===== src/rtl/scan_mux_pkg.sv =====
// Shared constants and helpers for the scan multiplexer and its scan timer.
package scan_mux_pkg;

    localparam int         BLANK_VAL_DEF = 10;
    localparam logic [7:0] INVALID_CODE  = 8'hFF;

    function automatic int clog2_min1(input int n);
        return ($clog2(n) < 1) ? 1 : $clog2(n);
    endfunction

endpackage


===== src/rtl/scan_mux_nxw_timer.sv =====
// Dwell-timed channel scanner: holds each index for DWELL cycles, freezes on request.
module scan_timer
    import scan_mux_pkg::*;
#(
    parameter  int NUM_CH = 6,
    parameter  int DWELL  = 1024,
    localparam int SEL_W  = clog2_min1(NUM_CH)
) (
    input  logic             i_clk,
    input  logic             i_rst,
    input  logic             i_freeze,
    output logic [SEL_W-1:0] o_idx,
    output logic             o_wrap
);

    localparam int               CNT_W    = clog2_min1(DWELL);
    localparam logic [CNT_W-1:0] LAST_CNT = CNT_W'(DWELL - 1);
    localparam logic [SEL_W-1:0] LAST_IDX = SEL_W'(NUM_CH - 1);

    logic [CNT_W-1:0] cnt_q, cnt_d;
    logic [SEL_W-1:0] idx_q, idx_d;
    logic             wrap_q, wrap_d;

    // wrap_q is high during the first cycle the index is back at 0
    always_comb begin
        cnt_d  = cnt_q;
        idx_d  = idx_q;
        wrap_d = 1'b0;
        if (!i_freeze) begin
            if (cnt_q == LAST_CNT) begin
                cnt_d = '0;
                if (idx_q == LAST_IDX) begin
                    idx_d  = '0;
                    wrap_d = 1'b1;
                end else begin
                    idx_d = idx_q + 1'b1;
                end
            end else begin
                cnt_d = cnt_q + 1'b1;
            end
        end
    end

    always_ff @(posedge i_clk or posedge i_rst) begin
        if (i_rst) begin
            cnt_q  <= '0;
            idx_q  <= '0;
            wrap_q <= 1'b0;
        end else begin
            cnt_q  <= cnt_d;
            idx_q  <= idx_d;
            wrap_q <= wrap_d;
        end
    end

    assign o_idx  = idx_q;
    assign o_wrap = wrap_q;

endmodule


===== src/rtl/scan_mux_nxw.sv =====
// Latched N-channel display multiplexer with auto/manual scan and leading-zero blanking.
module scan_mux_nxw
    import scan_mux_pkg::*;
#(
    parameter  int NUM_CH    = 6,
    parameter  int WIDTH     = 4,
    parameter  int DWELL     = 1024,
    parameter  int BLANK_VAL = BLANK_VAL_DEF,
    localparam int SEL_W     = clog2_min1(NUM_CH)
) (
    input  logic                    i_clk,
    input  logic                    i_rst,
    input  logic [NUM_CH*WIDTH-1:0] i_data,
    input  logic                    i_latch,
    input  logic                    i_auto,
    input  logic [SEL_W-1:0]        i_sel,
    input  logic                    i_lz_blank,
    output logic [WIDTH-1:0]        o_out,
    output logic [SEL_W-1:0]        o_ch,
    output logic [NUM_CH-1:0]       o_en,
    output logic                    o_frame
);

    localparam logic [WIDTH-1:0] BLANK_W  = WIDTH'(BLANK_VAL);
    localparam logic [WIDTH-1:0] INV_W    = INVALID_CODE[WIDTH-1:0];
    localparam logic [SEL_W:0]   NUM_CH_X = (SEL_W + 1)'(NUM_CH);

    logic [WIDTH-1:0]  lat_q [NUM_CH];
    logic [NUM_CH-1:0] blank;
    logic [SEL_W-1:0]  scan_idx;
    logic              scan_wrap;

    logic [WIDTH-1:0]  out_q, out_d;
    logic [SEL_W-1:0]  ch_q, ch_d;
    logic [NUM_CH-1:0] en_q, en_d;
    logic              frame_q, frame_d;

    scan_timer #(
        .NUM_CH (NUM_CH),
        .DWELL  (DWELL)
    ) u_timer (
        .i_clk    (i_clk),
        .i_rst    (i_rst),
        .i_freeze (~i_auto),
        .o_idx    (scan_idx),
        .o_wrap   (scan_wrap)
    );

    always_ff @(posedge i_clk or posedge i_rst) begin
        if (i_rst) begin
            for (int k = 0; k < NUM_CH; k++) lat_q[k] <= BLANK_W;
        end else if (i_latch) begin
            for (int k = 0; k < NUM_CH; k++) lat_q[k] <= i_data[k*WIDTH +: WIDTH];
        end
    end

    // A channel is blanked when it and every more significant channel hold zero
    always_comb begin
        logic zero_run;
        zero_run = 1'b1;
        blank    = '0;
        for (int k = NUM_CH - 1; k >= 0; k--) begin
            zero_run = zero_run & (lat_q[k] == '0);
            if (k > 0) blank[k] = i_lz_blank & zero_run;
        end
    end

    always_comb begin
        logic [SEL_W-1:0] sel;
        sel     = i_auto ? scan_idx : i_sel;
        out_d   = BLANK_W;
        ch_d    = sel;
        en_d    = '0;
        frame_d = i_auto & scan_wrap;
        if ({1'b0, sel} >= NUM_CH_X) begin
            out_d = INV_W;
        end else begin
            for (int k = 0; k < NUM_CH; k++) begin
                if (sel == SEL_W'(k)) begin
                    en_d[k] = 1'b1;
                    out_d   = blank[k] ? BLANK_W : lat_q[k];
                end
            end
        end
    end

    always_ff @(posedge i_clk or posedge i_rst) begin
        if (i_rst) begin
            out_q   <= BLANK_W;
            ch_q    <= '0;
            en_q    <= '0;
            frame_q <= 1'b0;
        end else begin
            out_q   <= out_d;
            ch_q    <= ch_d;
            en_q    <= en_d;
            frame_q <= frame_d;
        end
    end

    assign o_out   = out_q;
    assign o_ch    = ch_q;
    assign o_en    = en_q;
    assign o_frame = frame_q;

endmodule


===== config.mk =====
export PLATFORM = sky130hd
export DESIGN_NAME = scan_mux_nxw
export DESIGN_NICKNAME = d
export VERILOG_FILES = /design/src/rtl/scan_mux_pkg.sv /design/src/rtl/scan_mux_nxw_timer.sv /design/src/rtl/scan_mux_nxw.sv
export SDC_FILE = /design/constraint.sdc
export NUM_CORES = 1
export LEC_CHECK = 0
export ABC_CLOCK_PERIOD_IN_PS = 2100
export BUFFER_PORTS_ARGS = -buffer_cell sky130_fd_sc_hd__buf_2
export CORE_MARGIN = 5
export CORE_UTILIZATION = 40
export DETAILED_ROUTE_END_ITERATION = 10
export GPL_ROUTABILITY_DRIVEN = 0
export GPL_TIMING_DRIVEN = 0
export SYNTH_ARGS = -nofsm -noshare
export SYNTH_HDL_FRONTEND = slang
export SYNTH_SLANG_ARGS = --single-unit

===== constraint.sdc =====
create_clock -name i_clk -period 2.1 [get_ports i_clk]
set_input_delay 0.21 -clock i_clk [delete_from_list [all_inputs] [get_ports i_clk]]
set_output_delay 0.21 -clock i_clk [all_outputs]
set_load 0.02 [all_outputs]

==> results of run 1 <==
-- how the worst max path moves through the flow --
stage | to | slack, ns | cells after the start
3_5_place_dp | u_timer.o_idx[1]$_DFFE_PP0P_ | 0.40 | 6
5_1_grt | o_out[1]$_DFF_PP1_ | 0.15 | 5
4_1_cts | o_out[1]$_DFF_PP1_ | 0.37 | 5
3_3_place_gp | o_en[1]$_DFF_PP0_ | 0.02 | 2
2_1_floorplan | o_out[3]$_DFF_PP1_ | 0.59 | 5
6_report | o_out[1]$_DFF_PP1_ | 0.31 | 5
-- synth_stat cells (all sizes together), types with 2 or more instances --
library cell  number  area (sq um)
dfrtp             38           951
mux2              25           282
nor2              15          58.8
dfstp             14           368
nand2             14          52.6
o21ai             10          50.0
nand3              8          40.0
inv                7          26.3
xnor2              6          52.6
a21oi              5          28.8
mux2i              5          57.6
nor4               5          31.3
clkbuf             4          15.0
nor3               4          25.0
o22ai              4          52.6
and3               3          18.8
buf                3          23.8
nand2b             3          18.8
nand4              3          18.8
a31oi              2          12.5
and2               2          12.5
nand3b             2          15.0
nor3b              2          20.0
or3                2          12.5
xor2               2          17.5
-- state kept, by name, indices dropped and copies added (netlist names) --
register        flops
lat_q              24
o_ch                3
o_en                6
u_timer.cnt_q      10
u_timer.o_idx       3
u_timer.o_wrap      1
o_out               4
o_frame             1
-- layer usage --
metal	share of wire	wire length, microns	vias up	track usage
met4	0.015	70	0	0.0460
met1	0.48	2330	813	0.203
li1	-	-	832	-
met5	0	0	-	0
met3	0.067	324	6	0.0414
met2	0.43	2090	40	0.200
-- critical path, delay by kind of cell (launching register included) --
kind	cells	cell delay [ns]
AO/OA/AOI/OAI	3	0.57
flip-flops	1	0.41
AND/OR/NAND/NOR	2	0.73
-- where the power goes --
part           internal [mW]  total (mW)  switching (mW)
clock network          0.234       0.534           0.300
logic                  0.191       0.385           0.194
registers               1.15        1.26           0.113
-- cells by family after synthesis --
group	Yosys count	share of synthesized area
AOI/OAI and AO/OA	29	0.0894
xor gates and xnor gates	8	0.0291
adders and majority gates	1	0.00520
buffers and inverters	14	0.0270
DFF	52	0.548
muxes	30	0.141
and+or+nand+nor	69	0.161
-- per-stage QoR --
| step | worst slack (ns) | total power, mW |
|---|---|---|
| after floorplan | 0.587 | 1.53 |
| after detailed placement | 0.403 | 1.67 |
| after CTS | 0.369 | 2.21 |
| final | 0.312 | 2.18 |
| after global placement | 0.0173 | 1.65 |
| after global routing | 0.150 | 2.32 |
-- area by class of cell --
cell class                      count  area (sq um)  area share
Sequential cell                    52          1320       0.466
Buffer                              7          38.8      0.0137
Tap cell                           75          93.8      0.0332
Multi-Input combinational cell    137          1020       0.362
Clock buffer                        7          76.3      0.0270
Timing Repair Buffer               45           245      0.0867
Clock inverter                      1          5.00     0.00177
Inverter                            7          26.3     0.00929
==> results.toml, run 1 <==
[layout]
final_core_util = 0.480
nets = 288
final_common_cell = "buf_2"
mostFrequentLayoutCells = "44 x buf_2, 38 x dfrtp_1, 25 x mux2_2"
antennaDiodeCount = 0
nFillCells = 582
layout-drive-gt1-share = 0.422
final_cells = 331
final_cell_area_sq_um = 2830
area_growth_pct = 17.5

[setup_path]
r2r_slack_ns = 0.31
crit_path_max_fanout = 4
max_stage_delay_ns = 0.47
r2r-end = "o_out[1]$_DFF_PP1_"
cp.arrival_ns = 2.00
cp-startpoint = "lat_q[4]$_DFFE_PP0P_"
cpMaxStageDelayCell = "nor4_1"
r2r_start = "lat_q[4]$_DFFE_PP0P_"
cp-end-kind = "flop"
criticalPathCategory = "reg -> reg"
cp-start-kind = "flop"
path_cells = "nor4_1 -> nand4_1 -> o21ai_0 -> o211ai_1 -> a31oi_1"
r2r_cells = 5
worst-endpoint-required_ns = 2.31

[floorplan]
ioPinCount = 46
core_sq_um = 5890
chipHeight_microns = 87.6
die_area_sq_um = 7670
initial_utilization = 0.409
die_width_microns = 87.6
rows = 28

[power_and_ir_drop]
vdd_drop_max_mv = 0.415
leakage_nw = 1.23
cellPowerDensity_nw_per_um2 = 771

[yosys]
async_flop_share = 1.00
syn_nets = 236
ys.flop_type = "dfrtp_1"
synthCells = 203
syn_area_per_cell_sq_um = 11.9
synth_cell_types = 50
ys_seq_elements = 52
synth-edff-count = 0
synth_warnings = 0
syn-cell-area_sq_um = 2410
synth-seq-area-share = 0.548

[timing]
period_share = 0.852
slew_viol_final = 0
max_freq_ghz = 0.559
worst_hold_slack_ns = 0.134
setup_tns_ns = 0
hold_violations = 0
period_minus_slack_ns = 1.79
tightest_slew_ns = 0.599
setup_viol = 0
max-slew-margin-rel = 0.600
rsz0062_at_grt = "false"
clock_skew_ns = 0.00672

[hold_path]
hp-class = "in -> reg"
min_path_cells = 2
holdPathEnd = "lat_q[6]$_DFFE_PP0P_"
holdCritStartpoint = "i_data[18]"

[drt]
antenna_left = 0
wl_microns = 4820
dr.pass1.iters = 4
drt-wirelength-per-cell_microns = 14.5
avgViaCountPerCell = 5.11
drtIter0Drc = 75
vias = 1691
remaining_drc_errors = 0

[place]
port_buffers = 43
dp.cells = 322
dpl-instance-area_sq_um = 2740
hpwl_microns = 3700

[clocking]
cts_tree = "yes"
cts_root_buf = "clkbuf_8"
cts_resized = 0
clk_latency_ns = 0.30
cts_setup_buffers = 0
clockBufferDepth = 2
cts.sinks = 52
cts-htree-levels = 2
cts_inserted_buffers = 5
hold_buffers = 1
clkTransAtPathRegs_ns = 0.09

[status]
status = "finished clean"

[global_routing]
grt_use_total = 0.140
grt_pass1_wl_microns = 8390
antenna_found_initial = 0
gr-total-overflow = 0
grt_max_degree = 30
grt_pass1_vias = 1710

[run]
max_cap_violations = 0
Note: power is estimated with default switching activity, not from simulation.
==> run 2: changes to the inputs <==
--- a/config.mk
+++ b/config.mk
@@ -7,11 +7,13 @@
 export LEC_CHECK = 0
 export ABC_CLOCK_PERIOD_IN_PS = 2100
 export BUFFER_PORTS_ARGS = -buffer_cell sky130_fd_sc_hd__buf_2
+export CAP_MARGIN = 20
 export CORE_MARGIN = 5
-export CORE_UTILIZATION = 40
+export CORE_UTILIZATION = 54
 export DETAILED_ROUTE_END_ITERATION = 10
 export GPL_ROUTABILITY_DRIVEN = 0
 export GPL_TIMING_DRIVEN = 0
+export PLACE_DENSITY = 0.78
 export SYNTH_ARGS = -nofsm -noshare
 export SYNTH_HDL_FRONTEND = slang
 export SYNTH_SLANG_ARGS = --single-unit
==> run 2 against run 1 <==
Compared with the run above: fmax is 2.9% higher; critical path depth rose by 1; sequential share of layout area is 0.48 points higher; worst hold slack got worse by 0.0072 ns.
==> results.toml, run 2 (synthesized netlist as in run 1, its figures left out) <==
[setup_path]
r2r-end = "o_out[2]$_DFF_PP0_"
crit_family = "multiplexers"
cp_num_buf_inv = 1
cp.arrival_ns = 1.90
max_stage_delay_ns = 0.46
r2r_cells = 6
r2r_slack_ns = 0.36
crit_path_frequent_cell = "mux2i_1"
cp-end-kind = "flop"
worstSetupPathDepth = 6
criticalPathCategory = "reg -> reg"
path_cells = "mux2i_1 -> buf_4 -> mux2i_1 -> o21ai_1 -> a221oi_2 -> a41oi_1"
worst-endpoint-required_ns = 2.26
cp-start-kind = "flop"
cpMaxStageDelayCell = "dfrtp_1"
r2r_start = "u_timer.o_idx[0]$_DFFE_PP0P_"
crit_path_max_fanout = 10

[global_routing]
grt_max_degree = 29
antenna_found_initial = 0
grt_pass1_wl_microns = 8380
grt_use_total = 0.176
grt_pass1_vias = 1734
gr-total-overflow = 0

[hold_path]
holdCritStartpoint = "i_data[23]"
min_path_cells = 2
holdPathEnd = "lat_q[3]$_DFFE_PP1P_"
hp-class = "in -> reg"

[timing]
setup_tns_ns = 0
period_minus_slack_ns = 1.74
slew_viol_final = 0
tightest_slew_ns = 0.535
rsz0062_at_grt = "false"
max-slew-margin-rel = 0.643
hold_violations = 0
max_freq_ghz = 0.575
setup_viol = 0
clock_skew_ns = 0.00945
period_share = 0.827

[power_and_ir_drop]
finalPower_mw = 2.20
vdd_drop_max_mv = 0.410
leakage_nw = 1.23
cellPowerDensity_nw_per_um2 = 786

[floorplan]
initial_utilization = 0.553
chipHeight_microns = 76.8
ioPinCount = 46
core_sq_um = 4350
rows = 24
die_width_microns = 76.8
die_area_sq_um = 5890

[clocking]
cts_inserted_buffers = 5
cts_tree = "yes"
cts.sinks = 52
cts-htree-levels = 2
clockBufferDepth = 2
clkTransAtPathRegs_ns = 0.09
cts_resized = 0
clk_latency_ns = 0.31
cts_root_buf = "clkbuf_8"
cts_setup_buffers = 0

[drt]
drtIter0Drc = 96
dr.pass1.iters = 4
avgViaCountPerCell = 5.64
drt-wirelength-per-cell_microns = 15.2
remaining_drc_errors = 0
antenna_left = 0
wl_microns = 4680
vias = 1738

[layout]
layout-drive-gt1-share = 0.422
final_cells = 308
top_register = "lat_q"
area_growth_pct = 16.3
final_cell_area_sq_um = 2800
final_common_cell = "buf_2"
largest_reg_flops = 24
mostFrequentLayoutCells = "44 x buf_2, 38 x dfrtp_1, 25 x mux2_2"
antennaDiodeCount = 0
nets = 288

[place]
port_buffers = 43
dp.cells = 299
hpwl_microns = 3530
dpl-instance-area_sq_um = 2710

[run]
max_cap_violations = 0

[status]
status = "finished clean"
==> run 2: metrics by stage <==
| stage | hold slack (ns) | worst slack, ns | utilization |
|---|---|---|---|
| 4_1_cts | 0.122 | 0.360 | 0.643 |
| 5_1_grt | 0.116 | 0.181 | 0.643 |
| 3_3_place_gp | 0.440 | 0.0606 | 0.617 |
| 3_5_place_dp | 0.279 | 0.375 | 0.622 |
| 6_report | 0.127 | 0.362 | 0.643 |
| 2_1_floorplan | 0.303 | 0.587 | - |
==> run 2: repair_timing <==
| item | 4_1_cts | 5_1_grt |
|---|---|---|
| endpoints found under the setup margin | 0 | 0 |
| hold buffers | 1 | 0 |
| endpoints found under the hold margin | 19 | 0 |
==> run 2: worst max path at each step <==
stage	endpoint	from
after detailed placement	o_out[2]$_DFF_PP0_	u_timer.o_idx[0]$_DFFE_PP0P_
after CTS	o_out[2]$_DFF_PP0_	u_timer.o_idx[0]$_DFFE_PP0P_
after floorplan	o_out[3]$_DFF_PP1_	lat_q[0]$_DFFE_PP0P_
final	o_out[2]$_DFF_PP0_	u_timer.o_idx[0]$_DFFE_PP0P_
after global placement	lat_q[8]$_DFFE_PP0P_	i_rst
after global routing	o_out[2]$_DFF_PP0_	u_timer.o_idx[0]$_DFFE_PP0P_
==> run 2: worst reg2reg max path, delay by kind of cell, from the launching register on <==
family	cells	cell delay (ns)
buffers and inverters	1	0.23
DFF	1	0.46
muxes	2	0.47
AOI/OAI and AO/OA	3	0.44
==> run 2: power breakdown <==
| part | switching, mW | internal, mW |
|---|---|---|
| Combinational | 0.196 | 0.190 |
| Sequential | 0.112 | 1.15 |
| Clock | 0.320 | 0.235 |
| Total | 0.628 | 1.57 |
==> run 2: layer usage <==
layer,part of all wire,track usage
met5,0,0
met4,0.018,0.0629
met3,0.061,0.0504
met2,0.46,0.259
met1,0.46,0.246
==> run 2: final cells by class <==
type | count | area (sq um)
clock buffer | 7 | 76.3
clock inverter | 1 | 5.00
fill | 367 | 1560
multi-input combinational | 137 | 1020
timing repair buffer | 45 | 245
buffer | 7 | 38.8
tap | 52 | 65.1
inverter | 7 | 26.3
sequential | 52 | 1320
==> run 3: changes to the inputs <==
--- a/config.mk
+++ b/config.mk
@@ -5,7 +5,8 @@
 export SDC_FILE = /design/constraint.sdc
 export NUM_CORES = 1
 export LEC_CHECK = 0
-export ABC_CLOCK_PERIOD_IN_PS = 2100
+export ABC_AREA = 1
+export ABC_CLOCK_PERIOD_IN_PS = 1700
 export BUFFER_PORTS_ARGS = -buffer_cell sky130_fd_sc_hd__buf_2
 export CAP_MARGIN = 20
 export CORE_MARGIN = 5
==> constraint.sdc (replaced) <==
create_clock -name i_clk -period 1.7 [get_ports i_clk]
set_input_delay 0.17 -clock i_clk [delete_from_list [all_inputs] [get_ports i_clk]]
set_output_delay 0.17 -clock i_clk [all_outputs]
set_load 0.02 [all_outputs]
==> run 3 against run 2 <==
Compared with the run above: global-route usage grew 0.62 points; sequential power up 24%; largest cell class unchanged; combinational power increased by 40%; final cell count grew 21%; clock skew rose by 0.0033 ns; via count increased by 7.5%; first-iteration DRC count increased by 24%; register-to-register slack got worse by 0.31 ns; core utilization rose by 1.1 points; worst hold slack worse by 0.054 ns.
==> results.toml, run 3 <==
[status]
status = "finished clean"

[floorplan]
initial_utilization = 0.551
chipHeight_microns = 76.4
ioPinCount = 46
die_width_microns = 76.4
rows = 24
die_area_sq_um = 5840
core_sq_um = 4320

[timing]
setup_ws_ns = 0.0478
hold_violations = 0
slew_viol_final = 0
period_share = 0.972
tightest_slew_ns = 0.477
worst_hold_slack_ns = 0.0723
setup_viol = 0
clock_skew_ns = 0.0128
rsz0062_at_grt = "true"
max-slew-margin-rel = 0.682
max_freq_ghz = 0.605
period_minus_slack_ns = 1.65

[global_routing]
grt_pass1_vias = 1981
antenna_found_initial = 0
grt_max_degree = 31
grt_pass1_wl_microns = 8850
grt_use_total = 0.182
gr-total-overflow = 0

[yosys]
synth-seq-area-share = 0.554
yosysMostFrequentCell = "nand2_1"
synth-edff-count = 0
ys_top_cells_by_area = "dfrtp_1 40%, dfstp_2 15%, nand2_1 9.9%, inv_1 5.2%, o21ai_0 4.8%"
yosys.area.top_type_share = 0.399
ys.flop_type = "dfrtp_1"
synth_common_cells = "63 x nand2_1, 38 x dfrtp_1, 33 x inv_1, 23 x o21ai_0, 21 x nor2_1"
async_flop_share = 1.00
yosys.area.top_type = "dfrtp_1"
synthCells = 266
ys_seq_elements = 52
synth_cell_types = 30
synth_warnings = 0
syn_area_per_cell_sq_um = 8.96
syn_nets = 299
syn-cell-area_sq_um = 2380

[hold_path]
holdPathEnd = "lat_q[20]$_DFFE_PP0P_"
hp-class = "in -> reg"
holdCritStartpoint = "i_data[0]"
min_path_cells = 3

[drt]
drtIter0Drc = 119
remaining_drc_errors = 0
drt-wirelength-per-cell_microns = 13.2
avgViaCountPerCell = 5.01
dr.pass1.iters = 5
wl_microns = 4930
antenna_left = 0
vias = 1868

[place]
hpwl_microns = 3760
port_buffers = 44
pre_cts_slack_ns = 0.0208
dp.cells = 363

[power_and_ir_drop]
vdd_drop_max_mv = 0.614
cellPowerDensity_nw_per_um2 = 1030
finalPower_mw = 2.92
leakage_nw = 1.43

[layout]
final_core_util = 0.654
nets = 354
nFillCells = 377
area_growth_pct = 18.7
largest_reg_flops = 24
top_register = "lat_q"
antennaDiodeCount = 0
mostFrequentLayoutCells = "63 x nand2_1, 44 x buf_2, 38 x dfrtp_1"
final_cells = 373
final_common_cell = "nand2_1"
layout-drive-gt1-share = 0.312

[setup_path]
r2r_cells = 9
r2r_slack_ns = 0.05
criticalPathCategory = "reg -> reg"
cp.arrival_ns = 1.86
crit_path_max_fanout = 6
r2r-end = "u_timer.o_idx[1]$_DFFE_PP0P_"
worst-endpoint-required_ns = 1.91
r2r_start = "u_timer.cnt_q[0]$_DFFE_PP0P_"
cp-end-kind = "flop"
cp-start-kind = "flop"

[run]
max_cap_violations = 0

[clocking]
cts_root_buf = "clkbuf_8"
cts_tree = "yes"
cts_inserted_buffers = 5
cts-htree-levels = 2
clkTransAtPathRegs_ns = 0.10
cts.sinks = 52
clk_latency_ns = 0.31
clockBufferDepth = 2
==> run 3: per-layer routing <==
metal | global-route usage | up-vias | share of wire
met1 | 0.243 | 867 | 0.46
met2 | 0.295 | 42 | 0.49
li1 | - | 951 | -
met4 | 0.0472 | 0 | 0.012
met3 | 0.0449 | 8 | 0.042
met5 | 0 | - | 0
==> run 3: worst max-delay path: stages (launching register included) <==
cell	delay, ns
dfrtp_1	0.42
ha_2	0.22
nand3_2	0.09
nor2_2	0.11
nand4_2	0.13
nor2_4	0.21
nand2_2	0.08
nor2_2	0.10
inv_1	0.06
and3_1	0.14
==> run 3: repair_timing <==
item                                   4_1_cts  5_1_grt
endpoints found under the hold margin       12        0
buffers inserted                             0        2
setup endpoints to repair                    0        3
hold buffers                                 1        0
resized for setup                            0        4
==> run 3: layout make-up <==
cell class / count / area, sq um / share of cell area
buffer: 6 / 30.0 / 0.0106
clock buffer: 6 / 72.6 / 0.0257
clock inverter: 1 / 30.0 / 0.0106
inverter: 39 / 153 / 0.0540
multi-input combinational: 169 / 893 / 0.316
sequential: 52 / 1320 / 0.466
tap: 52 / 65.1 / 0.0230
timing repair buffer: 48 / 265 / 0.0938
==> run 3: cell families (layout without fill, tap and decap cells) <==
family / after synthesis / count (layout) / synth area share
xor+xnor: 5 / 5 / 0.0184
fa+ha+maj: 1 / 1 / 0.00525
simple gates: 121 / 121 / 0.242
mux: 5 / 5 / 0.0236
flops: 52 / 52 / 0.554
compound gates: 37 / 37 / 0.0809
buf+inv: 45 / 100 / 0.0767
==> run 3: worst max path at each step <==
stage / from / end / slack (ns) / depth (start not counted)
after floorplan: u_timer.cnt_q[0]$_DFFE_PP0P_ / u_timer.o_idx[1]$_DFFE_PP0P_ / 0.21 / 9
after global placement: i_rst / o_en[1]$_DFF_PP0_ / -0.29 / 2
after detailed placement: u_timer.cnt_q[0]$_DFFE_PP0P_ / u_timer.o_idx[1]$_DFFE_PP0P_ / 0.02 / 9
after CTS: u_timer.cnt_q[0]$_DFFE_PP0P_ / u_timer.o_idx[1]$_DFFE_PP0P_ / 0.004 / 9
after global routing: u_timer.cnt_q[0]$_DFFE_PP0P_ / u_timer.o_idx[1]$_DFFE_PP0P_ / -0.07 / 9
final: u_timer.cnt_q[0]$_DFFE_PP0P_ / u_timer.o_idx[1]$_DFFE_PP0P_ / 0.05 / 9
==> run 3: report_power, final <==
part | internal, mW | switching [mW]
clock | 0.432 | 0.379
sequential | 1.43 | 0.130
combinational | 0.208 | 0.333
==> run 3: through the flow <==
stage | area, sq um | TNS (ns)
2_1_floorplan | 2380 | 0
3_3_place_gp | 2670 | -10.86
3_5_place_dp | 2690 | 0
4_1_cts | 2800 | 0
5_1_grt | 2830 | -0.0740
6_report | 2830 | 0
